==> config.mk <==
export PLATFORM = sky130hd
export DESIGN_NAME = rggen_bit_field_w01sc_event
export DESIGN_NICKNAME = d
export VERILOG_FILES = /design/src/rtl/rggen_bit_field_pkg.sv /design/src/rtl/rggen_bit_field_edge_detector.sv /design/src/rtl/rggen_bit_field_w01sc_event.sv
export SDC_FILE = /design/constraint.sdc
export NUM_CORES = 1
export LEC_CHECK = 0
export ABC_AREA = 1
export ABC_CLOCK_PERIOD_IN_PS = 2300
export CAP_MARGIN = 10
export CORE_ASPECT_RATIO = 0.75
export CORE_UTILIZATION = 37
export DETAILED_ROUTE_END_ITERATION = 8
export PLACE_DENSITY = 0.9
export SYNTH_ARGS = -nofsm -noshare
export SYNTH_HDL_FRONTEND = slang
export SYNTH_SLANG_ARGS = --single-unit
==> constraint.sdc <==
create_clock -name clk -period 2.3 [get_ports clk]
set_clock_uncertainty 0.2 [all_clocks]
set_input_delay 0.46 -clock clk [delete_from_list [all_inputs] [get_ports clk]]
set_output_delay 0.46 -clock clk [all_outputs]
set_load 0.02 [all_outputs]
==> src/rtl/rggen_bit_field_pkg.sv <==
// Shared definitions for the rggen bit-field family: set-direction
// encodings and bus access decode helpers.
package rggen_bit_field_pkg;

    localparam int RGGEN_SET_BY_HW = 0;
    localparam int RGGEN_SET_BY_SW = 1;

    function automatic logic is_write_access(
        input logic command_valid,
        input logic select,
        input logic write
    );
        return command_valid & select & write;
    endfunction

    function automatic logic is_read_access(
        input logic command_valid,
        input logic select,
        input logic write
    );
        return command_valid & select & ~write;
    endfunction

endpackage

==> src/rtl/rggen_bit_field_edge_detector.sv <==
// Per-bit rising-edge detector. History resets to all-ones so an input
// already high when reset is released does not register as an edge.
module rggen_bit_field_edge_detector #(
    parameter int WIDTH = 8
) (
    input  logic             clk,
    input  logic             rst,
    input  logic [WIDTH-1:0] i_in,
    output logic [WIDTH-1:0] o_rise
);

    logic [WIDTH-1:0] hist;

    // Capture the previous input value every cycle.
    always_ff @(posedge clk or posedge rst) begin
        if (rst) begin
            hist <= '1;
        end else begin
            hist <= i_in;
        end
    end

    assign o_rise = i_in & ~hist;

endmodule

==> src/rtl/rggen_bit_field_w01sc_event.sv <==
// Set/clear status bit field with write-1 or write-0 software action,
// selectable set direction, optional edge-detected hardware events,
// read-to-clear, sticky overflow capture and a registered masked IRQ.
module rggen_bit_field_w01sc_event
    import rggen_bit_field_pkg::*;
#(
    parameter int               WIDTH           = 8,
    parameter logic [WIDTH-1:0] INITIAL_VALUE   = '0,
    parameter int               SET_MODE        = 0,
    parameter int               SET_CLEAR_VALUE = 1,
    parameter int               HW_EDGE         = 0,
    parameter int               READ_CLEAR      = 0,
    parameter int               OVERFLOW_EN     = 1
) (
    input  logic             clk,
    input  logic             rst,
    input  logic [WIDTH-1:0] i_hw_event,
    input  logic             i_command_valid,
    input  logic             i_select,
    input  logic             i_write,
    input  logic [WIDTH-1:0] i_write_data,
    input  logic [WIDTH-1:0] i_write_mask,
    input  logic [WIDTH-1:0] i_irq_enable,
    output logic [WIDTH-1:0] o_value,
    output logic [WIDTH-1:0] o_overflow,
    output logic             o_irq
);

    logic [WIDTH-1:0] hw;
    logic [WIDTH-1:0] sw_ctl;
    logic [WIDTH-1:0] rd_clr;
    logic [WIDTH-1:0] set_bits;
    logic [WIDTH-1:0] clr_bits;
    logic [WIDTH-1:0] value_q;
    logic             irq_q;

    generate
        if (HW_EDGE != 0) begin : g_edge
            rggen_bit_field_edge_detector #(
                .WIDTH (WIDTH)
            ) u_edge (
                .clk    (clk),
                .rst    (rst),
                .i_in   (i_hw_event),
                .o_rise (hw)
            );
        end else begin : g_level
            assign hw = i_hw_event;
        end
    endgenerate

    // Software action bits from a masked write (polarity selectable).
    always_comb begin
        sw_ctl = '0;
        if (is_write_access(i_command_valid, i_select, i_write)) begin
            sw_ctl = i_write_mask &
                     ((SET_CLEAR_VALUE != 0) ? i_write_data : ~i_write_data);
        end
    end

    // Read-to-clear applies to every bit, only in hardware-set mode.
    always_comb begin
        rd_clr = '0;
        if ((READ_CLEAR != 0) && (SET_MODE == RGGEN_SET_BY_HW) &&
            is_read_access(i_command_valid, i_select, i_write)) begin
            rd_clr = '1;
        end
    end

    // Route hardware and software requests to set/clear by direction.
    always_comb begin
        if (SET_MODE == RGGEN_SET_BY_HW) begin
            set_bits = hw;
            clr_bits = sw_ctl | rd_clr;
        end else begin
            set_bits = sw_ctl;
            clr_bits = hw;
        end
    end

    // Field register: set wins over a coincident clear.
    always_ff @(posedge clk or posedge rst) begin
        if (rst) begin
            value_q <= INITIAL_VALUE;
        end else begin
            value_q <= set_bits | (value_q & ~clr_bits);
        end
    end

    generate
        if ((SET_MODE == RGGEN_SET_BY_HW) && (OVERFLOW_EN != 0)) begin : g_ovf
            logic [WIDTH-1:0] ovf_q;

            // Sticky overflow: hardware set onto an already-set, uncleared bit.
            always_ff @(posedge clk or posedge rst) begin
                if (rst) begin
                    ovf_q <= '0;
                end else begin
                    ovf_q <= (hw & value_q & ~clr_bits) | (ovf_q & ~clr_bits);
                end
            end

            assign o_overflow = ovf_q;
        end else begin : g_no_ovf
            assign o_overflow = '0;
        end
    endgenerate

    // Registered interrupt from the enabled field bits.
    always_ff @(posedge clk or posedge rst) begin
        if (rst) begin
            irq_q <= 1'b0;
        end else begin
            irq_q <= |(value_q & i_irq_enable);
        end
    end

    assign o_value = value_q;
    assign o_irq   = irq_q;

endmodule

# Yosys cells after proc, flatten, opt, wreduce, memory -nomap -nowiden
# Cells that the tools add are included.
dict set report classes {
  reduce_logical 1
  muxes 1
  n_bitwise 11
}
# operator n
set op_table {}
lappend op_table {{$and 8x8->8} 6}
lappend op_table {{$or 8x8->8} 2}
lappend op_table {{$mux 8} 1}
lappend op_table {{$not 8->8} 1}
lappend op_table {{$reduce_or 8->1} 1}
lappend op_table {{$and 1x1->1} 2}
dict set report word_totals {
  ff_bits 17
  input_bits 37
  elab_cells 16
}

# Logic depth before layout (Yosys ltp)
# Gate-level depths: netlist of run 1.
dict set report logic_depth {
  depth_word 6
  ltp_mapped 4
  ltp_nobuf 4
}

# Worst setup path before layout of run 1
# OpenSTA, ideal clock, no wires.
dict set report synth_path {
  kind {in2reg}
  startpoint {in i_write}
  endpoint {reg value_q[5], in the netlist o_value[5]}
  t_arrival_ns 0.875
  path_stages 4
  n_path_buf 1
  setup_ns 0.120
  path_slack_ns 1.105
  t_required_ns 1.980
  cell_sequence {nand3_2 buf_6 o21bai_2 nand2_1}
}
dict set report synth_between {
  elab_chain_cells 5
}
# item line
set synth_rtl {}
lappend synth_rtl {{start: declaration} rggen_bit_field_w01sc_event.sv:20} ;# input logic i_write,
lappend synth_rtl {{$and 1x1->1} rggen_bit_field_pkg.sv:13} ;# return command_valid & select & write;
lappend synth_rtl {{$mux 8} rggen_bit_field_w01sc_event.sv:55} ;# if (is_write_access(i_command_valid, i_select, i_write)) begin
lappend synth_rtl {{$not 8->8} rggen_bit_field_w01sc_event.sv:86} ;# value_q <= set_bits | (value_q & ~clr_bits);
lappend synth_rtl {{$and 8x8->8} rggen_bit_field_w01sc_event.sv:86}
lappend synth_rtl {{$or 8x8->8} rggen_bit_field_w01sc_event.sv:86}
lappend synth_rtl {{end signal: assignment} rggen_bit_field_w01sc_event.sv:86}
lappend synth_rtl {{end: declaration} rggen_bit_field_w01sc_event.sv:34} ;# logic [WIDTH-1:0] value_q;
# No other way between the ends.

# Worst setup path in the final report of run 1
dict set report layout_path {
  startpoint {reg value_q[0], in the netlist o_value[0]}
  endpoint {out o_value[0]}
}
# item line
set layout_rtl {}
lappend layout_rtl {{end: declaration} rggen_bit_field_w01sc_event.sv:24} ;# output logic [WIDTH-1:0] o_value,
# No word-level cell between the ends.

==> results of run 1 <==
## through the flow
stage                     setup WS [ns]  cells  utilization, %  cell area [µm²]  total power (W)
after CTS                         0.299    179            68.0             1370         0.000605
after global routing              0.260    179            68.0             1370         0.000629
after detailed placement          0.400    175            66.7             1340         0.000448
after floorplan                    1.11     99               -              795         0.000361
final                             0.302    179            68.0             1370         0.000602
after global placement            0.492    175            66.7             1340         0.000444
## registers in the layout, indices dropped and copies added, names as in the netlist
name,cells
o_value,8
o_irq,1
o_overflow,8
## layout make-up
type                    instances  area, µm²  area share, %
flip-flops and latches         17        425           31.1
well taps                      24       30.0           2.19
multi-input cells              64        294           21.5
clock buffers                   4       26.3           1.92
inverters                      17       63.8           4.66
repair buffers                 53        531           38.7
## per-layer routing
metal,vias to the layer above,part of all wire (%)
met5,-,0
met2,29,51
met1,386,44
met4,0,0
li1,410,-
met3,0,5.5
## power breakdown
part / leakage (nW) / internal, W / switching, W
clock network: 0.0150 / 0.0000674 / 0.0000930
registers: 0.153 / 0.000307 / 0.00000637
logic: 0.468 / 0.0000790 / 0.0000496
## cell families (layout without fill, tap and decap cells)
family          Yosys count  after routing  share of synthesized area [%]
simple gates             48             48                           23.5
buf+inv                  18             74                           9.45
flops                    17             17                           53.5
compound gates           16             16                           13.5
## synth_stat cells
| master | instances | area share [%] |
|---|---|---|
| dfrtp_1 | 17 | 54 |
| a21oi_1 | 8 | 5.0 |
| inv_1 | 17 | 8.0 |
| buf_6 | 1 | 1.4 |
| nand3_2 | 1 | 1.3 |
| nor2_1 | 18 | 8.5 |
| o21bai_2 | 2 | 2.8 |
| o21bai_1 | 6 | 5.7 |
| nand2_1 | 29 | 14 |
## worst register-to-register path, stage by stage (launching register included)
cell and delay [ns]:
dfrtp_1 0.42, nand2_1 0.07, nand2_1 0.07, nor2_1 0.11, nand2_1 0.06
## path summary, 6_finish.rpt
path | cells after the start | to
worst max-delay path | 1 | o_value[0]
worst min-delay path | 2 | o_overflow[3]$_DFF_PP0_
worst max register to register | 4 | o_irq$_DFF_PP0_
worst min register to register | 2 | o_overflow[3]$_DFF_PP0_
max in group asynchronous | 2 | o_value[3]$_DFF_PP0_
min in group asynchronous | 2 | o_value[7]$_DFF_PP0_
==> flow_metrics.tcl, run 1 <==
set metrics [dict create \
    drc 0 \
    synth_fp_nets 136 \
    drive_gt1_share_pct 3.87 \
    routed_wl_um 2140 \
    routed-via-count 825 \
    drt_iter0_drc 25 \
    drv_cap 0 \
    grtUsageMet1_pct 21.8 \
    cts_hold_buf 0 \
    grt_pass1_vias 795 \
    cp-end-kind "primary output" \
    die_w_um 55.5 \
    io_buffers 53 \
    max_stage_delay_ns 0.63 \
    yosys_warnings 0 \
    ys_seq_area_share_pct 53.5 \
    final_max_slew_viol_count 0 \
    relSlewSlack_pct 57.6 \
    wire_per_inst_um 12.0 \
    h-tree-depth 1 \
    antenna_left 0 \
    finalSetupTns_ns 0 \
    final_common_cell "clkdlybuf4s50_1" \
    path_max_fanout 4 \
    root_buffer "clkbuf_4" \
    cp_slowest_cell "clkdlybuf4s50_1" \
    p_leak_nw 0.637 \
    tightest_slew_ns 0.636 \
    dr.pass1.iters 5 \
    fin_crit_ns 2.00 \
    gp_congestion 0.760 \
    crit_family "buffers and inverters" \
    fmax_mhz 500 \
    syn_inst 99 \
    grt_pass1_wl_um 3500 \
    finalSetupViolCount 0 \
    critical_path_class "register to primary output" \
    layout_common_cells "53 x clkdlybuf4s50_1, 29 x nand2_1, 18 x nor2_1" \
    hpwl_um 1700 \
    status "completed" \
    groute.layer.met2.usage_pct 35.2 \
    worstPathRequired_ns 1.64 \
    clk_path_buf_depth 2 \
    row_count 14 \
    timing.final.crit_share_pct 86.9 \
    cp_data_arrival_time_ns 1.34 \
    start_util_pct 39.4 \
    grt_max_degree 18 \
    finalHoldViolations 0 \
    viasPerCell 4.61 \
    rsz0062_at_grt "no" \
    die_h_um 42.1 \
    timing.reg2reg.setup_slack_ns 1.27 \
    ctsResizeCount 0 \
    cts.sinks 17 \
    worstHoldPathType "register to register" \
    clk_pin_slew_ns 0.10 \
    grt_busiest_layer "met2" \
    holdWs_ns 0.322 \
    overflow 0 \
    cp-start-kind "register" \
    postCtsSetupBuffers 0 \
    ir_worst_vdd_mv 0.369 \
    crit_start "o_value[0]$_DFF_PP0_" \
    clk_latency_ns 0.29 \
    core_um2 2010 \
    cts_buffers 3 \
    antenna_cells 0 \
    crit_buf_inv 1 \
    gr-usage-met3_pct 7.10 \
    die_area_um2 2340 \
    area_growth_pct 72.4 \
    r2r-start "o_value[6]$_DFF_PP0_" \
    synth_cell_types 9 \
    synth-seq-cells 17 \
    ios 54 \
    cts_tree "built" \
    num-fill-cells 164 \
    power_density_nw_per_um2 440 \
    netlist_area_um2 795 \
    antenna_found_initial 0 \
    worstPathCellList "clkdlybuf4s50_1" \
    syn_avg_cell_area_um2 8.03 \
    nets 193 \
    track_usage_pct 19.4 \
    min_from "o_overflow[3]$_DFF_PP0_" \
]
(Power assumes the default switching activity.)
==> run 2, diff against run 1 <==
--- a/config.mk
+++ b/config.mk
@@ -6,12 +6,14 @@
 export NUM_CORES = 1
 export LEC_CHECK = 0
 export ABC_AREA = 1
-export ABC_CLOCK_PERIOD_IN_PS = 2300
+export ABC_CLOCK_PERIOD_IN_PS = 1700
 export CAP_MARGIN = 10
 export CORE_ASPECT_RATIO = 0.75
-export CORE_UTILIZATION = 37
+export CORE_UTILIZATION = 31
+export CTS_CLUSTER_SIZE = 25
 export DETAILED_ROUTE_END_ITERATION = 8
-export PLACE_DENSITY = 0.9
+export GPL_TIMING_DRIVEN = 0
+export PLACE_DENSITY = 0.82
 export SYNTH_ARGS = -nofsm -noshare
 export SYNTH_HDL_FRONTEND = slang
 export SYNTH_SLANG_ARGS = --single-unit
==> constraint.sdc (replaced) <==
create_clock -name clk -period 1.7 [get_ports clk]
set_clock_uncertainty 0.2 [all_clocks]
set_input_delay 0.34 -clock clk [delete_from_list [all_inputs] [get_ports clk]]
set_output_delay 0.34 -clock clk [all_outputs]
set_load 0.02 [all_outputs]
==> run 2 against run 1 <==
  * Critical path depth unchanged
  * Clock power up 31%
  * Register-to-register slack worse by 0.56 ns
  * Utilization down 10 points
  * Power up 33%
  * Sequential power up 35%
  * First-iteration DRC count up 32%
  * Sequential share of layout area down 0.057 points
  * Die area up 19%
  * Largest cell class unchanged
  * Largest power group unchanged
==> flow_metrics.tcl, run 2 (same netlist as run 1, synthesis figures left out) <==
set metrics [dict create \
    core_um2 2360 \
    clk_pin_slew_ns 0.09 \
    ios 54 \
    multi_input_area_um2 294 \
    postCtsSetupBuffers 0 \
    overflow 0 \
    h-tree-depth 1 \
    final_area_um2 1370 \
    area_growth_pct 72.8 \
    viasPerCell 4.26 \
    hpwl_um 1650 \
    critical_path_class "register to primary output" \
    clk_latency_ns 0.28 \
    rsz0062_at_grt "no" \
    final_max_slew_viol_count 0 \
    regArea_um2 425 \
    nets 194 \
    drt_iter0_drc 33 \
    cts_hold_buf 0 \
    worstPathCellList "dlygate4sd2_1" \
    p_leak_nw 0.611 \
    antenna_found_initial 0 \
    gp_congestion 0.760 \
    cp-end-kind "primary output" \
    power_density_nw_per_um2 582 \
    fin_crit_ns 1.57 \
    grt_max_degree 18 \
    ir_worst_vdd_mv 0.266 \
    crit_family "flip-flops" \
    die_area_um2 2770 \
    routed-via-count 809 \
    utilization_pct 58.0 \
    tightest_slew_ns 0.660 \
    finalHoldViolations 0 \
    drive_gt1_share_pct 4.49 \
    die_w_um 60.5 \
    drv_cap 0 \
    grt_pass1_vias 730 \
    finalSetupTns_ns 0 \
    placedInstanceArea_um2 1370 \
    path_max_fanout 4 \
    num-fill-cells 231 \
    clk_path_buf_depth 2 \
    start_util_pct 33.6 \
    worstPathRequired_ns 1.16 \
    worstHoldPathType "input pin to asynchronous set/reset pin" \
    dp_cells 186 \
    io_buffers 53 \
    drc 0 \
    root_buffer "clkbuf_4" \
    cts_tree "built" \
    timing.final.crit_share_pct 92.5 \
    antenna_cells 0 \
    antenna_left 0 \
    max_stage_delay_ns 0.42 \
    cp-start-kind "register" \
    dr.pass1.iters 4 \
    status "completed" \
    row_count 15 \
    finalSetupViolCount 0 \
    cts_buffers 3 \
    timing.reg2reg.setup_slack_ns 0.71 \
    layout_common_cells "36 x clkdlybuf4s50_1, 29 x nand2_1, 18 x nor2_1" \
    routed_wl_um 2050 \
    die_h_um 45.8 \
    wire_per_inst_um 10.8 \
    grt_pass1_wl_um 3110 \
    cts.sinks 17 \
    fmax_mhz 636 \
    stdcell_count 190 \
    track_usage_pct 15.5 \
    cp_data_arrival_time_ns 1.03 \
    relSlewSlack_pct 56.0 \
    crit_buf_inv 1 \
    cp_slowest_cell "dfrtp_1" \
    final_common_cell "clkdlybuf4s50_1" \
]
-- run 2: metal layers --
layer  track usage (%)  vias up  routed length, µm
met4              4.09        0                 17
met1              18.9      364                877
met2              27.3       33               1000
li1                  -      410                  -
met3              3.98        2                152
met5                 0        -                  0
-- run 2: final cells by class --
cell class                      count  share of cell area [%]
Timing Repair Buffer               53                    37.1
Sequential cell                    17                    31.0
Multi-Input combinational cell     64                    21.4
Inverter                           17                    4.65
Tap cell                           34                    3.10
Clock buffer                        4                    1.91
Buffer                              1                   0.820
-- run 2: worst paths after layout --
path                                         startpoint  depth (start not counted)                      end
worst max-delay path               o_value[4]$_DFF_PP0_                          1               o_value[4]
max in group asynchronous                           rst                          2     o_value[1]$_DFF_PP0_
worst max register to register     o_value[3]$_DFF_PP0_                          4          o_irq$_DFF_PP0_
worst min-delay path                                rst                          2  o_overflow[2]$_DFF_PP0_
worst min register to register  o_overflow[0]$_DFF_PP0_                          2  o_overflow[0]$_DFF_PP0_
min in group clk                o_overflow[0]$_DFF_PP0_                          2  o_overflow[0]$_DFF_PP0_
-- run 2: report_power, final --
group          leakage (nW)  internal (W)  switching, W  total [W]
combinational         0.443      0.000100     0.0000664   0.000167
clock                0.0150     0.0000909      0.000118   0.000209
sequential            0.153      0.000415    0.00000756   0.000423
total                 0.611      0.000607      0.000192   0.000798
-- run 2: metrics by stage --
stage	setup slack [ns]	power, W	hold WS [ns]
2_1_floorplan	0.625	0.000488	0.0661
3_3_place_gp	0.0256	0.000605	0.294
3_5_place_dp	-0.0195	0.000608	0.300
4_1_cts	0.110	0.000817	0.276
5_1_grt	0.0597	0.000845	0.311
6_report	0.128	0.000798	0.262
-- run 2: repair_timing --
item,4_1_cts,5_1_grt
setup endpoints to repair,17,0
resized for setup,17,0
endpoints found under the hold margin,0,0
==> run 3, diff against run 2 <==
--- a/config.mk
+++ b/config.mk
@@ -5,11 +5,10 @@
 export SDC_FILE = /design/constraint.sdc
 export NUM_CORES = 1
 export LEC_CHECK = 0
-export ABC_AREA = 1
 export ABC_CLOCK_PERIOD_IN_PS = 1700
 export CAP_MARGIN = 10
 export CORE_ASPECT_RATIO = 0.75
-export CORE_UTILIZATION = 31
+export CORE_UTILIZATION = 30
 export CTS_CLUSTER_SIZE = 25
 export DETAILED_ROUTE_END_ITERATION = 8
 export GPL_TIMING_DRIVEN = 0
==> run 3 against run 2 <==
  * Power up 0.15%
  * Sequential cell count unchanged
  * Synthesized area down 8.2%
  * Non-clock buffer count up 1
  * First-iteration DRC count down 55%
  * Count of clock-buffer cells in the layout down 1
  * Synthesized cell count down 33%
  * Sequential share of layout area up 1.5 points
  * Setup slack worse by 0.014 ns
  * Die area down 4.9%
  * Critical path depth unchanged
  * Critical path type unchanged
==> flow_metrics.tcl, run 3 <==
set metrics [dict create \
    status "completed" \
    grt_pass1_vias 775 \
    cp_data_arrival_time_ns 1.05 \
    cts_hold_buf 0 \
    path_max_fanout 4 \
    area_growth_pct 79.4 \
    start_util_pct 31.9 \
    die_area_um2 2630 \
    placedInstanceArea_um2 1300 \
    final_max_slew_viol_count 0 \
    fmax_mhz 630 \
    cts.sinks 17 \
    synth_commonest_cells "17 x dfrtp_1, 9 x inv_1, 8 x a21oi_1, 8 x a31oi_1, 8 x nor2_1" \
    synth_xor_area_share_pct 0 \
    cp-end-kind "primary output" \
    ir_worst_vdd_mv 0.300 \
    nets 161 \
    drc 0 \
    row_count 15 \
    clk_latency_ns 0.28 \
    relSlewSlack_pct 59.5 \
    synth_most_common_cell "dfrtp_1" \
    fin_crit_ns 1.59 \
    cp_slowest_cell "dfrtp_1" \
    antenna_left 0 \
    worstPathCellList "dlygate4sd2_1" \
    ys_seq_area_share_pct 58.3 \
    cts_tree "built" \
    die_w_um 58.9 \
    synth_fp_nets 103 \
    rsz0062_at_grt "no" \
    synth_cell_types 11 \
    drt_iter0_drc 15 \
    ys.flop_type "dfrtp_1" \
    clk_pin_slew_ns 0.10 \
    routed-via-count 747 \
    yosys_warnings 0 \
    overflow 0 \
    syn_inst 66 \
    antenna_found_initial 0 \
    crit_buf_inv 1 \
    drive_gt1_share_pct 6.50 \
    drv_cap 0 \
    max_stage_delay_ns 0.40 \
    cts_buffers 3 \
    wire_per_inst_um 13.1 \
    io_buffers 53 \
    cp-start-kind "register" \
    worstPathRequired_ns 1.16 \
    timing.final.crit_share_pct 93.3 \
    synth_top_family_by_area "compound AO/OA/AOI/OAI gates" \
    grt_pass1_wl_um 3160 \
    tightest_slew_ns 0.607 \
    synth-seq-cells 17 \
    synth_edf_count 0 \
    muxShareOfSynthArea_pct 0 \
    final_common_cell "clkdlybuf4s50_1" \
    core_um2 2290 \
    fin_ws_ns 0.114 \
    hpwl_um 1660 \
    finalSetupViolCount 0 \
    dr.pass1.iters 4 \
    root_buffer "clkbuf_4" \
    gp_congestion 0.624 \
    finalHoldViolations 0 \
    worstHoldPathType "input pin to asynchronous set/reset pin" \
    track_usage_pct 16.5 \
    h-tree-depth 1 \
    ios 54 \
    clk_path_buf_depth 2 \
    layout_common_cells "36 x clkdlybuf4s50_1, 17 x dfrtp_1, 17 x dlygate4sd2_1" \
    viasPerCell 4.76 \
    crit_family "flip-flops" \
    syn_avg_cell_area_um2 11.1 \
    synth_compound_gate_area_share_pct 28.1 \
    netlist_top_cells_area "dfrtp_1 58%, a41oi_1 7.2%, a31oi_1 6.9%, a21oi_1 5.5%, inv_1 4.6%" \
    synth_async_sr_flop_share_pct 100 \
    routed_wl_um 2050 \
    synth_fa_ha_area_share_pct 0 \
    final_area_um2 1310 \
    yosysTopAreaCell "dfrtp_1" \
    p_leak_nw 0.469 \
    grt_max_degree 18 \
    place_ws_ns -0.0281 \
    die_h_um 44.7 \
    critical_path_class "register to primary output" \
    synth_top_area_share_pct 58.3 \
    antenna_cells 0 \
    synth-simple-area-share_pct 5.83 \
    power_density_nw_per_um2 611 \
    netlist_area_um2 729 \
]
run 3: cell types whose count changed after synthesis, moves of 4 or more:
cell      previous run  this run
inv_1               17         9
a22oi_1              0         4
nor2_1              18         8
o21bai_1             6         0
a31oi_1              0         8
nand2_1             29         0
a41oi_1              0         6
run 3: layout make-up:
type | count | area [µm²]
Multi-Input combinational cell | 38 | 248
Clock buffer | 3 | 22.5
Tap cell | 34 | 42.5
Buffer | 2 | 22.5
Fill cell | 220 | 981
Inverter | 9 | 33.8
Timing Repair Buffer | 53 | 509
Sequential cell | 17 | 425
Clock inverter | 1 | 5.00
run 3: repair_timing:
action                                  CTS  global route
setup buffers                             0             0
resized for setup                        17             0
endpoints found under the setup margin   17             0
run 3: per-stage QoR:
step / hold WS (ns) / setup TNS, ns / instances / power (W) / utilization [%]
3_5_place_dp: 0.345 / -0.0527 / 153 / 0.000606 / 56.9
3_3_place_gp: 0.332 / 0 / 153 / 0.000601 / 56.9
5_1_grt: 0.309 / 0 / 157 / 0.000831 / 57.2
6_report: 0.227 / 0 / 157 / 0.000800 / 57.2
4_1_cts: 0.255 / 0 / 157 / 0.000805 / 57.2
2_1_floorplan: 0.0661 / 0 / 66 / 0.000478 / -
run 3: cell families after synthesis:
logic type	count (synthesis)
compound gates	28
flops	17
buf+inv	11
simple gates	10
run 3: worst paths after layout:
kind | start | endpoint | slack, ns | cells past startpoint
max | o_value[1]$_DFF_PP0_ | o_value[1] | 0.11 | 1
min | rst | o_value[5]$_DFF_PP0_ | 0.23 | 2
max reg2reg | o_value[3]$_DFF_PP0_ | o_irq$_DFF_PP0_ | 0.61 | 2
min reg2reg | o_overflow[1]$_DFF_PP0_ | o_overflow[1]$_DFF_PP0_ | 0.36 | 2
max in group asynchronous | rst | o_overflow[4]$_DFF_PP0_ | 0.68 | 2
min in group clk | o_overflow[1]$_DFF_PP0_ | o_overflow[1]$_DFF_PP0_ | 0.36 | 2
run 3: power by group:
group	switching, W	leakage [nW]	total, W	internal (W)
clock network	0.000124	0.0177	0.000211	0.0000873
logic	0.0000656	0.298	0.000165	0.0000991
registers	0.00000818	0.153	0.000424	0.000416
run 3: per-layer routing:
layer / wire length (µm) / vias to the layer above / share of wire (%) / GRT usage [%]
li1: - / 366 / - / -
met1: 815 / 344 / 40 / 17.5
met2: 1060 / 35 / 52 / 33.2
met3: 168 / 2 / 8.2 / 3.72
met4: 8 / 0 / 0.39 / 4.29
met5: 0 / - / 0 / 0
